$ cat src/rtl/irq_ctrl_if.sv
// Software configuration port of the interrupt controller: a four-register
// bus with a write strobe and a combinational read-back.
interface irq_ctrl_if;
    logic        cfg_we;
    logic [1:0]  cfg_addr;
    logic [15:0] cfg_wdata;
    logic [15:0] cfg_rdata;

    modport master (
        output cfg_we,
        output cfg_addr,
        output cfg_wdata,
        input  cfg_rdata
    );

    modport slave (
        input  cfg_we,
        input  cfg_addr,
        input  cfg_wdata,
        output cfg_rdata
    );
endinterface

$ cat src/rtl/irq_ctrl.sv
// Interrupt and exception controller: synchronises external lines, latches
// pending edges, and steers the decoder FSM into microcode state 0 on requests.
module irq_ctrl #(
    parameter int NSRC = 8
) (
    input  logic            clk,
    input  logic            reset,
    input  logic [NSRC-1:0] irq_in,
    input  logic            fault,
    input  logic            syscall,
    input  logic            reti,
    input  logic [3:0]      cpu_state,
    irq_ctrl_if.slave       cfg,
    output logic            irq_r,
    output logic            fault_r,
    output logic [3:0]      cause,
    output logic            in_service
);

    typedef enum logic [1:0] {
        IDLE,
        REQ,
        SERVICE
    } state_t;

    localparam logic [3:0] CAUSE_SYSCALL = 4'd14;
    localparam logic [3:0] CAUSE_FAULT   = 4'd15;

    state_t          state;
    logic [NSRC-1:0] s1, s2, s3;
    logic [NSRC-1:0] mask;
    logic [NSRC-1:0] pending;
    logic            gie;
    logic            pgie;

    logic [NSRC-1:0] rise;
    logic [NSRC-1:0] req_vec;
    logic [3:0]      lowest;
    logic [NSRC-1:0] accept_clr;
    logic [NSRC-1:0] w1c;
    logic [NSRC-1:0] pending_next;
    logic            accept;
    logic            sys_eff;
    logic            reti_eff;
    logic            hw_event;
    logic            mask_wr;
    logic            ctrl_wr;
    logic            unused_wdata;

    assign rise    = s2 & ~s3;
    assign req_vec = pending & mask;

    // Fault outranks syscall, which outranks acceptance and reti.
    assign accept   = (state == REQ) && (cpu_state == 4'd0) && !fault && !syscall;
    assign sys_eff  = syscall && (state != SERVICE) && !fault;
    assign reti_eff = reti && (state == SERVICE) && !fault;
    assign hw_event = fault || sys_eff || accept || reti_eff;

    assign mask_wr = cfg.cfg_we && (cfg.cfg_addr == 2'd0);
    assign ctrl_wr = cfg.cfg_we && (cfg.cfg_addr == 2'd3);
    assign w1c     = (cfg.cfg_we && (cfg.cfg_addr == 2'd1)) ? cfg.cfg_wdata[NSRC-1:0] : '0;

    assign unused_wdata = ^cfg.cfg_wdata[15:NSRC];

    always_comb begin
        lowest = 4'd0;
        for (int i = NSRC - 1; i >= 0; i--) begin
            if (req_vec[i]) begin
                lowest = 4'(i);
            end
        end
    end

    always_comb begin
        accept_clr = '0;
        for (int i = 0; i < NSRC; i++) begin
            accept_clr[i] = accept && (cause == 4'(i));
        end
    end

    // A fresh edge on a bit beats both software W1C and acceptance clearing it.
    assign pending_next = (pending & ~w1c & ~accept_clr) | rise;

    always_comb begin
        cfg.cfg_rdata = 16'h0000;
        case (cfg.cfg_addr)
            2'd0: cfg.cfg_rdata[NSRC-1:0] = mask;
            2'd1: cfg.cfg_rdata[NSRC-1:0] = pending;
            2'd2: cfg.cfg_rdata = {in_service, 11'b0, cause};
            default: cfg.cfg_rdata[1:0] = {pgie, gie};
        endcase
    end

    always_ff @(posedge clk or posedge reset) begin
        if (reset) begin
            state      <= IDLE;
            s1         <= '0;
            s2         <= '0;
            s3         <= '0;
            mask       <= '0;
            pending    <= '0;
            gie        <= 1'b0;
            pgie       <= 1'b0;
            irq_r      <= 1'b0;
            fault_r    <= 1'b0;
            cause      <= 4'd0;
            in_service <= 1'b0;
        end else begin
            s1      <= irq_in;
            s2      <= s1;
            s3      <= s2;
            pending <= pending_next;
            fault_r <= 1'b0;

            if (mask_wr) begin
                mask <= cfg.cfg_wdata[NSRC-1:0];
            end
            if (ctrl_wr && !hw_event) begin
                gie <= cfg.cfg_wdata[0];
            end

            // A nested fault keeps PGIE so the outer handler's enable survives.
            if (fault) begin
                fault_r    <= 1'b1;
                irq_r      <= 1'b0;
                cause      <= CAUSE_FAULT;
                in_service <= 1'b1;
                state      <= SERVICE;
                if (state != SERVICE) begin
                    pgie <= gie;
                    gie  <= 1'b0;
                end
            end else if (sys_eff) begin
                irq_r      <= 1'b0;
                cause      <= CAUSE_SYSCALL;
                in_service <= 1'b1;
                pgie       <= gie;
                gie        <= 1'b0;
                state      <= SERVICE;
            end else begin
                case (state)
                    IDLE: begin
                        if (gie && (req_vec != '0)) begin
                            cause <= lowest;
                            irq_r <= 1'b1;
                            state <= REQ;
                        end
                    end
                    REQ: begin
                        if (accept) begin
                            irq_r      <= 1'b0;
                            pgie       <= gie;
                            gie        <= 1'b0;
                            in_service <= 1'b1;
                            state      <= SERVICE;
                        end
                    end
                    SERVICE: begin
                        if (reti_eff) begin
                            gie        <= pgie;
                            in_service <= 1'b0;
                            state      <= IDLE;
                        end
                    end
                    default: begin
                        state <= IDLE;
                    end
                endcase
            end
        end
    end

endmodule

$ cat src/flat_wrapper.sv
// flat-port wrapper written by rule: the top's interface ports become plain ports
module irq_ctrl_flat 
#(
    parameter int NSRC = 8
)
  (clk, reset, irq_in, fault, syscall, reti, cpu_state, irq_r, fault_r, cause, in_service, cfg_cfg_we, cfg_cfg_addr, cfg_cfg_wdata, cfg_cfg_rdata);
  irq_ctrl_if cfg_i ();
  input  logic clk;
  input  logic reset;
  input  logic [NSRC-1:0] irq_in;
  input  logic fault;
  input  logic syscall;
  input  logic reti;
  input  logic [3:0] cpu_state;
  output logic irq_r;
  output logic fault_r;
  output logic [3:0] cause;
  output logic in_service;
  input wire logic [$bits(cfg_i.cfg_we)-1:0] cfg_cfg_we;
  input wire logic [$bits(cfg_i.cfg_addr)-1:0] cfg_cfg_addr;
  input wire logic [$bits(cfg_i.cfg_wdata)-1:0] cfg_cfg_wdata;
  output wire logic [$bits(cfg_i.cfg_rdata)-1:0] cfg_cfg_rdata;
  assign cfg_i.cfg_we = cfg_cfg_we;
  assign cfg_i.cfg_addr = cfg_cfg_addr;
  assign cfg_i.cfg_wdata = cfg_cfg_wdata;
  assign cfg_cfg_rdata = cfg_i.cfg_rdata;
  irq_ctrl #(.NSRC(NSRC)) u_core (.clk(clk), .reset(reset), .irq_in(irq_in), .fault(fault), .syscall(syscall), .reti(reti), .cpu_state(cpu_state), .cfg(cfg_i), .irq_r(irq_r), .fault_r(fault_r), .cause(cause), .in_service(in_service));
endmodule
$ cat config.mk
export PLATFORM = sky130hd
export DESIGN_NAME = irq_ctrl_flat
export DESIGN_NICKNAME = d
export VERILOG_FILES = /design/src/rtl/irq_ctrl_if.sv /design/src/rtl/irq_ctrl.sv /design/src/flat_wrapper.sv
export SDC_FILE = /design/constraint.sdc
export NUM_CORES = 1
export LEC_CHECK = 0
export CAP_MARGIN = 20
export CORE_MARGIN = 2
export CORE_UTILIZATION = 45
export CTS_BUF_LIST = sky130_fd_sc_hd__clkbuf_4 sky130_fd_sc_hd__clkbuf_8
export CTS_CLUSTER_DIAMETER = 100
export DETAILED_ROUTE_END_ITERATION = 10
export DONT_BUFFER_PORTS = 1
export PLACE_DENSITY = 0.58
export SETUP_SLACK_MARGIN = 0.15
export SLEW_MARGIN = 20
export SYNTH_ARGS = -nofsm -noshare
export SYNTH_HDL_FRONTEND = slang
export SYNTH_SLANG_ARGS = --single-unit
export TNS_END_PERCENT = 100
$ cat constraint.sdc
create_clock -name clk -period 2.4 [get_ports clk]
set_input_delay 0.48 -clock clk [delete_from_list [all_inputs] [get_ports clk]]
set_output_delay 0.48 -clock clk [all_outputs]
set_load 0.01 [all_outputs]
==> run_results.csv, run 1 <==
group,metric,value,unit
run,drv_cap,0,
synth,synth_area_leaders,"dfrtp_1 (55%), nand2_1 (4.7%), mux2_2 (4.3%), mux2i_1 (3.4%), ha_1 (3.2%)",
critical_path,cp-endpoint,"u_core.in_service",
pwr,clockPowerShare,25.2,%
finish,fillers,476,
finish,drive_gt1_share,14.5,%
pwr,vdd_ir_drop_max,0.000485,V
clock_tree,clkLatencyLatePin,0.30,ns
critical_path,critPathMaxStageDelay,0.41,ns
critical_path,r2r_slack,0.31,ns
synth,yosys_warnings,0,
synth,seq_area_frac_synth,54.6,%
critical_path,critPathCaptureType,"flop",
global_routing,antenna_found_initial,0,
critical_path,cp.required,2.60,ns
clock_tree,cts_tree,"yes",
synth,synth_top_cell_by_area,"dfrtp_1",
min_path,hp-class,"in2async",
finish,fin_area,2500,um^2
placement,pre_cts_slack,0.302,ns
sta,final.period_utilization,87.1,%
drt,vias_per_cell,5.44,
pwr,cellPowerDensity,838,nW/um^2
pwr,p_int,1410,uW
clock_tree,cts-root-buf,"clkbuf_8",
synth,post-synth-top-count-cell,"dfrtp_1",
pwr,swShare,33.0,%
finish,postLayoutCoreUtil,49.7,%
drt,wl_per_cell,16.3,um
floorplanning,die_w,76.1,um
critical_path,criticalPathCategory,"reg2reg",
pwr,p_total,2100,uW
global_routing,grt_start_max_net_pins,29,
sta,setup_viol,0,
clock_tree,clk_pin_slew,0.10,ns
clock_tree,hold_buffers,0,
outcome,status,"finished, final reports clean",
synth,synthCells,208,
pwr,p_leak,0.00108,uW
sta,slew_headroom,53.4,%
sta,fin_ws,0.309,ns
floorplanning,core,5040,um^2
critical_path,cp.depth,7,
floorplanning,die_area,5780,um^2
critical_path,path_delay_family,"compound AO/OA/AOI/OAI gates",
pwr,combPwrFrac,24.1,%
sta,finClkSkew,0.00604,ns
synth,ys_ff_latch,51,
clock_tree,numClockSinks,51,
sta,max_freq,478,MHz
sta,tightest_slew,0.696,ns
sta,slew_viol_final,0,
pwr,p_seq_share,50.7,%
drt,ant_nets,0,
global_routing,grt_pass1_vias,1513,
finish,diodes,0,
drt,detail_route.iter0.violations,82,
placement,hpwl,3430,um
critical_path,cp.buffers_inverters,1,
floorplanning,ios,59,
synth,synth_edf_count,0,
critical_path,slowest_stage,"dfrtp_1",
critical_path,start_kind,"flop",
floorplanning,dieHeight,76.1,um
drt,routed-via-count,1544,
critical_path,ff2ff_path_depth,7,
synth,ys.flop_type,"dfrtp_1",
placement,portBuffers,0,
critical_path,worstReg2RegStart,"u_core.state[0]",
synth,synth-async-reset-ratio,100,%
finish,nets,255,
drt,first_pass_iters,4,
placement,place.gp.congestion,0.822,
clock_tree,cts_max_path_buffers,2,
synth,ys_top_cells_by_count,"dfrtp_1 (51), nand2_1 (29), inv_1 (13)",
global_routing,grt_use_total,16.6,%
global_routing,gr-total-overflow,0,
critical_path,r2r-end,"u_core.in_service",
synth,syn_area_per_cell,11.2,um^2
synth,ys_types,44,
synth,yosysTopAreaCellShare,54.6,%
global_routing,grt_pass1_wl,7580,um
sta,rsz0062_at_grt,"no",
floorplanning,start_util,46.3,%
finish,area_delta_synth_final,7.23,%
clock_tree,numCtsBuffers,5,
placement,place_area,2400,um^2
synth,mappedNetlistArea,2340,um^2
drt,drc,0,
sta,fin_setup_tns,0,ns
clock_tree,h-tree-depth,2,
critical_path,cp_data_arrival_time,2.29,ns
sta,min_period,2.09,ns
sta,hold_violations,0,
critical_path,startpoint,"u_core.state[0]",
critical_path,critPathMaxFanout,8,
floorplanning,num_rows,26,
critical_path,crit_chain,"inv_1 > ha_1 > nor2b_2 > a211oi_2 > a21oi_2 > a21boi_2 > mux2_1",
pwr,p_sw,694,uW
drt,wirelength,4630,um
power by group through the flow:
stage / logic (uW) / registers [uW] / clock network [uW]
3_3_place_gp: 486 / 1080 / 0
2_1_floorplan: 421 / 1050 / 0
3_5_place_dp: 501 / 1080 / 0
5_1_grt: 559 / 1080 / 585
6_report: 507 / 1060 / 529
4_1_cts: 504 / 1060 / 550
layout make-up:
cell class | count | area [um^2] | area share [%]
multi-input cells | 139 | 960 | 38.3
clock buffers | 5 | 68.8 | 2.75
repair buffers | 3 | 35.0 | 1.40
well taps | 70 | 87.6 | 3.50
clock inverters | 3 | 28.8 | 1.15
flip-flops and latches | 51 | 1280 | 50.9
inverters | 13 | 48.8 | 1.95
worst register-to-register path, cell delays in order, from the launching register on:
cell and delay (ns):
dfrtp_1 0.41, inv_1 0.16, ha_1 0.34, nor2b_2 0.11
a211oi_2 0.36, a21oi_2 0.11, a21boi_2 0.17, mux2_1 0.33
metrics by stage:
stage | hold slack, ns | instances
2_1_floorplan | 0.331 | 214
3_3_place_gp | 0.333 | 275
3_5_place_dp | 0.335 | 275
4_1_cts | 0.108 | 283
5_1_grt | 0.117 | 284
6_report | 0.0958 | 284
flip-flops by register name (all words and copies together) (netlist names):
name	flops
u_core.s3	8
u_core.s2	8
u_core.fault_r	1
u_core.pgie	1
u_core.cause	4
u_core.state	2
u_core.s1	8
u_core.gie	1
u_core.in_service	1
u_core.pending	8
u_core.irq_r	1
u_core.mask	8
cells by family (layout without fill, tap and decap cells):
family                     Yosys count  in the layout  share of synthesized area [%]
other                                1              7                          0.161
AOI/OAI and AO/OA                   44             44                           12.6
DFF                                 51             51                           54.6
buffers and inverters               24             24                           5.36
adders and majority gates            6              6                           3.21
muxes                               20             20                           10.2
and+or+nand+nor                     62             62                           13.8
worst min path at each step:
stage / slack [ns] / startpoint / end / cells past startpoint
2_1_floorplan: 0.33 / u_core.s1[0] / u_core.s2[0] / 0
3_3_place_gp: 0.33 / u_core.s1[2] / u_core.s2[2] / 0
3_5_place_dp: 0.33 / u_core.s1[1] / u_core.s2[1] / 0
4_1_cts: 0.11 / reset / u_core.s3[0] / 1
5_1_grt: 0.12 / reset / u_core.s3[0] / 1
6_report: 0.1 / reset / u_core.s3[0] / 1
what timing repair did:
action | CTS | global route
buffers inserted | 0 | 1
hold endpoints to repair | 0 | 0
endpoints found under the setup margin | 0 | 1
resized for setup | 0 | 1
cell usage in the layout, fill, tap and decap left out, types with 2 or more instances in the layout:
master    count
nor2_1        9
nor4_1        2
nand3b_1      2
o22ai_1       5
o21ai_0       5
mux2_2        9
nor2b_1       5
nand3_1       4
conb_1        7
nor2b_2       2
a21boi_0      2
inv_6         2
buf_4         2
mux4_2        2
mux2i_1       8
o21ai_1       6
o211ai_1      6
ha_1          5
a22o_1        2
dfrtp_1      51
a22oi_1       4
nand2_1      29
a21oi_1       6
clkbuf_8      5
inv_1        12
nor3_1        2
layer usage:
layer  track usage [%]  wire (um)
met1              23.4       2180
met5                 0          0
met4              5.45         44
met3              4.38        258
met2              25.4       2150
Note: power is estimated with default switching activity, not from simulation.
==> run 2: changes to the inputs <==
Settings changed: SETUP_SLACK_MARGIN 0.15 to 0.4.
==> run_results.csv, run 2 (synthesis gave the netlist of run 1 again) <==
group,metric,value,unit
drt,detail_route.iter0.violations,59,
finish,final_common_cell,"dfrtp_1",
pwr,clockPowerShare,24.3,%
finish,mostFrequentLayoutCells,"dfrtp_1 (50), nand2_1 (29), inv_1 (11)",
clock_tree,h-tree-depth,2,
pwr,p_seq_share,49.3,%
finish,fillers,467,
floorplanning,core,5040,um^2
sta,max_freq,528,MHz
sta,setup_viol,0,
clock_tree,clkLatencyLatePin,0.30,ns
min_path,hp-class,"in2async",
sta,hold_violations,0,
clock_tree,numClockSinks,51,
sta,final.period_utilization,78.9,%
clock_tree,cts-root-buf,"clkbuf_8",
pwr,cellPowerDensity,853,nW/um^2
placement,place.gp.congestion,0.822,
floorplanning,dieHeight,76.1,um
floorplanning,ios,59,
critical_path,crit_chain,"inv_1 > ha_4 > nor2b_4 > nor2_1 > a21boi_2 > mux2_4",
critical_path,critPathMaxFanout,8,
critical_path,ff2ff_path_depth,6,
run,drv_cap,0,
drt,wl_per_cell,16.4,um
clock_tree,cts_max_path_buffers,2,
drt,routed-via-count,1561,
placement,portBuffers,0,
drt,wirelength,4670,um
floorplanning,start_util,46.3,%
finish,area_delta_synth_final,9.37,%
finish,nets,256,
global_routing,grt_pass1_vias,1511,
sta,fin_setup_tns,0,ns
sta,whs,0.103,ns
floorplanning,die_area,5780,um^2
critical_path,criticalPathCategory,"reg2reg",
drt,ant_nets,0,
sta,slew_headroom,53.8,%
sta,slew_viol_final,0,
critical_path,critPathCaptureType,"flop",
drt,vias_per_cell,5.48,
global_routing,grt_pass1_wl,7650,um
critical_path,cp.buffers_inverters,1,
drt,first_pass_iters,6,
pwr,combPwrFrac,26.4,%
floorplanning,die_w,76.1,um
sta,finClkSkew,0.00434,ns
floorplanning,num_rows,26,
critical_path,critPathMaxStageDelay,0.44,ns
clock_tree,cts_tree,"yes",
critical_path,slowest_stage,"dfrtp_1",
global_routing,gr-total-overflow,0,
sta,min_period,1.89,ns
sta,tightest_slew,0.690,ns
clock_tree,numCtsBuffers,5,
pwr,swShare,33.3,%
pwr,p_leak,0.00109,uW
finish,drive_gt1_share,16.7,%
critical_path,cp.depth,6,
pwr,p_sw,725,uW
finish,fin_area,2550,um^2
pwr,vdd_ir_drop_max,0.000486,V
placement,hpwl,3430,um
global_routing,antenna_found_initial,0,
pwr,p_int,1450,uW
critical_path,cp.required,2.60,ns
critical_path,path_delay_family,"simple AND/OR/NAND/NOR gates",
critical_path,cp_data_arrival_time,2.09,ns
outcome,status,"finished, final reports clean",
drt,drc,0,
global_routing,grt_start_max_net_pins,29,
clock_tree,clk_pin_slew,0.10,ns
finish,diodes,0,
global_routing,grt_use_total,16.8,%
critical_path,start_kind,"flop",
sta,rsz0062_at_grt,"no",
placement,place_area,2400,um^2
## run 2: metrics by stage
stage               setup WS [ns]  std cells  utilization (%)  power [uW]
floorplan                   0.511        214                -        1470
global placement            0.389        275             47.5        1560
detailed placement          0.302        275             47.5        1580
CTS                         0.427        284             49.9        2130
global route                0.411        285             50.7        2310
finish                      0.506        285             50.7        2180
## run 2: worst paths after layout
| path | start | to | slack, ns |
|---|---|---|---|
| worst max-delay path | u_core.state[0] | u_core.in_service | 0.51 |
| worst min-delay path | reset | u_core.s3[0] | 0.10 |
| worst max register to register | u_core.state[0] | u_core.in_service | 0.51 |
| worst min register to register | u_core.s1[1] | u_core.s2[1] | 0.36 |
| max in group asynchronous | reset | u_core.s1[1] | 1.77 |
| min in group clk | irq_in[4] | u_core.s1[4] | 0.19 |
## run 2: layer usage
| layer | global-route usage [%] | routed length [um] | up-vias |
|---|---|---|---|
| met5 | 0 | 0 | - |
| met3 | 4.38 | 311 | 4 |
| li1 | - | - | 721 |
| met4 | 5.45 | 33 | 0 |
| met1 | 23.6 | 2100 | 779 |
| met2 | 25.6 | 2220 | 57 |
## run 2: final cells by class
type	instances	area [um^2]	area share, %
Clock buffer	5	68.8	2.69
Clock inverter	3	28.8	1.13
Inverter	13	51.3	2.01
Multi-Input combinational cell	139	998	39.1
Sequential cell	51	1280	50.0
Tap cell	70	87.6	3.43
Timing Repair Buffer	4	42.5	1.67
## run 2: what timing repair did
| action | in CTS | in global routing |
|---|---|---|
| buffers inserted | 1 | 1 |
| pin swaps | 0 | 2 |
| hold buffers | 0 | 0 |
| resized for setup | 4 | 6 |
| endpoints found under the setup margin | 3 | 5 |
## run 2: worst register-to-register path: stages, from the launching register on
cell and delay, ns:
dfrtp_1 0.44, inv_1 0.21, ha_4 0.23, nor2b_4 0.07, nor2_1 0.42, a21boi_2 0.12
mux2_4 0.31
## run 2: power groups by stage
stage / Combinational, uW / Clock (uW) / Sequential (uW)
floorplan: 421 / 0 / 1050
CTS: 514 / 550 / 1070
global route: 633 / 585 / 1090
detailed placement: 501 / 0 / 1080
finish: 575 / 530 / 1070
global placement: 486 / 0 / 1080
==> run 3: changes to the inputs <==
Clock period 2.4 ns to 1.9 ns, I/O delays scaled along.
==> run_results.csv, run 3 (synthesis gave the netlist of run 1 again) <==
group,metric,value,unit
outcome,status,"finished, final reports clean",
critical_path,crit_chain,"mux4_2",
drt,vias_per_cell,5.48,
critical_path,critPathCaptureType,"output pin",
min_path,hp-class,"in2reg",
drt,ant_nets,0,
sta,finClkSkew,0.0131,ns
pwr,p_leak,0.00119,uW
clock_tree,numClockSinks,51,
pwr,vdd_ir_drop_max,0.000492,V
clock_tree,cts_tree,"yes",
pwr,p_int,1930,uW
floorplanning,num_rows,26,
drt,detail_route.iter0.violations,78,
critical_path,cp.required,1.52,ns
sta,setup_viol,0,
sta,min_period,1.76,ns
drt,routed-via-count,1643,
pwr,swShare,33.5,%
clock_tree,clkLatencyLatePin,0.31,ns
global_routing,antenna_found_initial,0,
drt,wirelength,4980,um
pwr,p_seq_share,47.0,%
finish,mostFrequentLayoutCells,"dfrtp_1 (48), nand2_1 (28), buf_4 (16)",
global_routing,grt_use_total,17.6,%
critical_path,cp_data_arrival_time,1.38,ns
sta,final.period_utilization,92.7,%
sta,rsz0062_at_grt,"yes",
clock_tree,numCtsBuffers,5,
drt,wl_per_cell,16.6,um
floorplanning,die_w,76.1,um
finish,diodes,0,
critical_path,start_kind,"flop",
pwr,cellPowerDensity,1050,nW/um^2
floorplanning,dieHeight,76.1,um
critical_path,slowest_stage,"mux4_2",
clock_tree,cts_max_path_buffers,2,
clock_tree,clk_pin_slew,0.10,ns
sta,hold_violations,0,
placement,dp.cells,282,
sta,max_freq,568,MHz
pwr,p_sw,970,uW
sta,slew_headroom,65.4,%
global_routing,grt_pass1_wl,8160,um
finish,nets,271,
finish,area_delta_synth_final,18.5,%
placement,place.gp.congestion,0.810,
floorplanning,ios,59,
sta,slew_viol_final,0,
critical_path,critPathMaxStageDelay,0.57,ns
finish,drive_gt1_share,30.0,%
critical_path,critPathMaxFanout,6,
floorplanning,die_area,5780,um^2
pwr,combPwrFrac,30.6,%
finish,postLayoutCoreUtil,54.9,%
floorplanning,start_util,46.3,%
critical_path,cp.buffers_inverters,0,
clock_tree,h-tree-depth,2,
finish,fillers,454,
pwr,clockPowerShare,22.4,%
finish,final_cells,300,
sta,tightest_slew,0.519,ns
global_routing,grt_start_max_net_pins,31,
floorplanning,core,5040,um^2
finish,final_common_cell,"dfrtp_1",
sta,fin_setup_tns,0,ns
clock_tree,cts-root-buf,"clkbuf_8",
run,drv_cap,0,
critical_path,path_delay_family,"multiplexers",
placement,portBuffers,0,
placement,hpwl,3550,um
critical_path,criticalPathCategory,"reg2out",
drt,drc,0,
global_routing,gr-total-overflow,0,
global_routing,grt_pass1_vias,1667,
drt,first_pass_iters,5,
-- run 3: changes by cell type in the layout (fill, tap and decap cells not counted), moves of 3 or more --
cell	before	now
nand3_1	4	1
o21ai_1	6	9
buf_4	3	16
o21ai_0	5	1
-- run 3: power by group through the flow --
stage	combinational (uW)	sequential [uW]	clock, uW
floorplan	546	1330	0
global placement	673	1360	0
detailed placement	708	1370	0
CTS	831	1350	666
global route	969	1380	709
finish	887	1360	650
-- run 3: worst reg2reg max path, stage by stage (launching register included) --
cell and delay [ns]:
dfrtp_1 0.39, inv_2 0.08, ha_4 0.13, nor4b_4 0.27, a211oi_4 0.13, a21oi_2 0.15, a21boi_2 0.19, mux2_4 0.31
-- run 3: cell type report --
type                    instances  area [um^2]  area share (%)
flip-flops and latches         51         1280            46.2
multi-input cells             139         1090            39.5
repair buffers                 19          161            5.83
well taps                      70         87.6            3.16
clock buffers                   5         68.8            2.49
inverters                      13         52.6            1.90
clock inverters                 3         25.0           0.904
-- run 3: path summary, 6_finish.rpt --
check | start | end | slack, ns | cells past startpoint
max | u_core.gie | cfg_cfg_rdata[0] | 0.14 | 1
min | fault | u_core.fault_r | 0.09 | 0
max reg2reg | u_core.state[1] | u_core.in_service | 0.16 | 7
min reg2reg | u_core.s1[1] | u_core.s2[1] | 0.35 | 0
max in group asynchronous | reset | u_core.s3[7] | 0.82 | 3
min in group asynchronous | reset | u_core.cause[2] | 0.58 | 2
-- run 3: routing by layer --
layer / wire [um] / GRT usage, %
met1: 2170 / 23.9
met2: 2460 / 28.8
met3: 255 / 3.55
met4: 93 / 5.64
met5: 0 / 0
-- run 3: repair_timing --
item,CTS,global route
gates resized for setup,19,16
hold buffers,1,0
pin swaps,16,8
setup endpoints to repair,17,21
setup buffers,6,3
hold endpoints to repair,21,0
-- run 3: through the flow --
stage | total power (uW) | instance area (um^2) | hold WS [ns] | setup slack, ns
after global routing | 3060 | 2770 | 0.0681 | 0.0415
after CTS | 2850 | 2690 | 0.0839 | 0.148
final | 2900 | 2770 | 0.0887 | 0.139
after global placement | 2040 | 2470 | 0.306 | 0.114
after detailed placement | 2080 | 2470 | 0.311 | 0.0295
after floorplan | 1880 | 2380 | 0.331 | 0.134
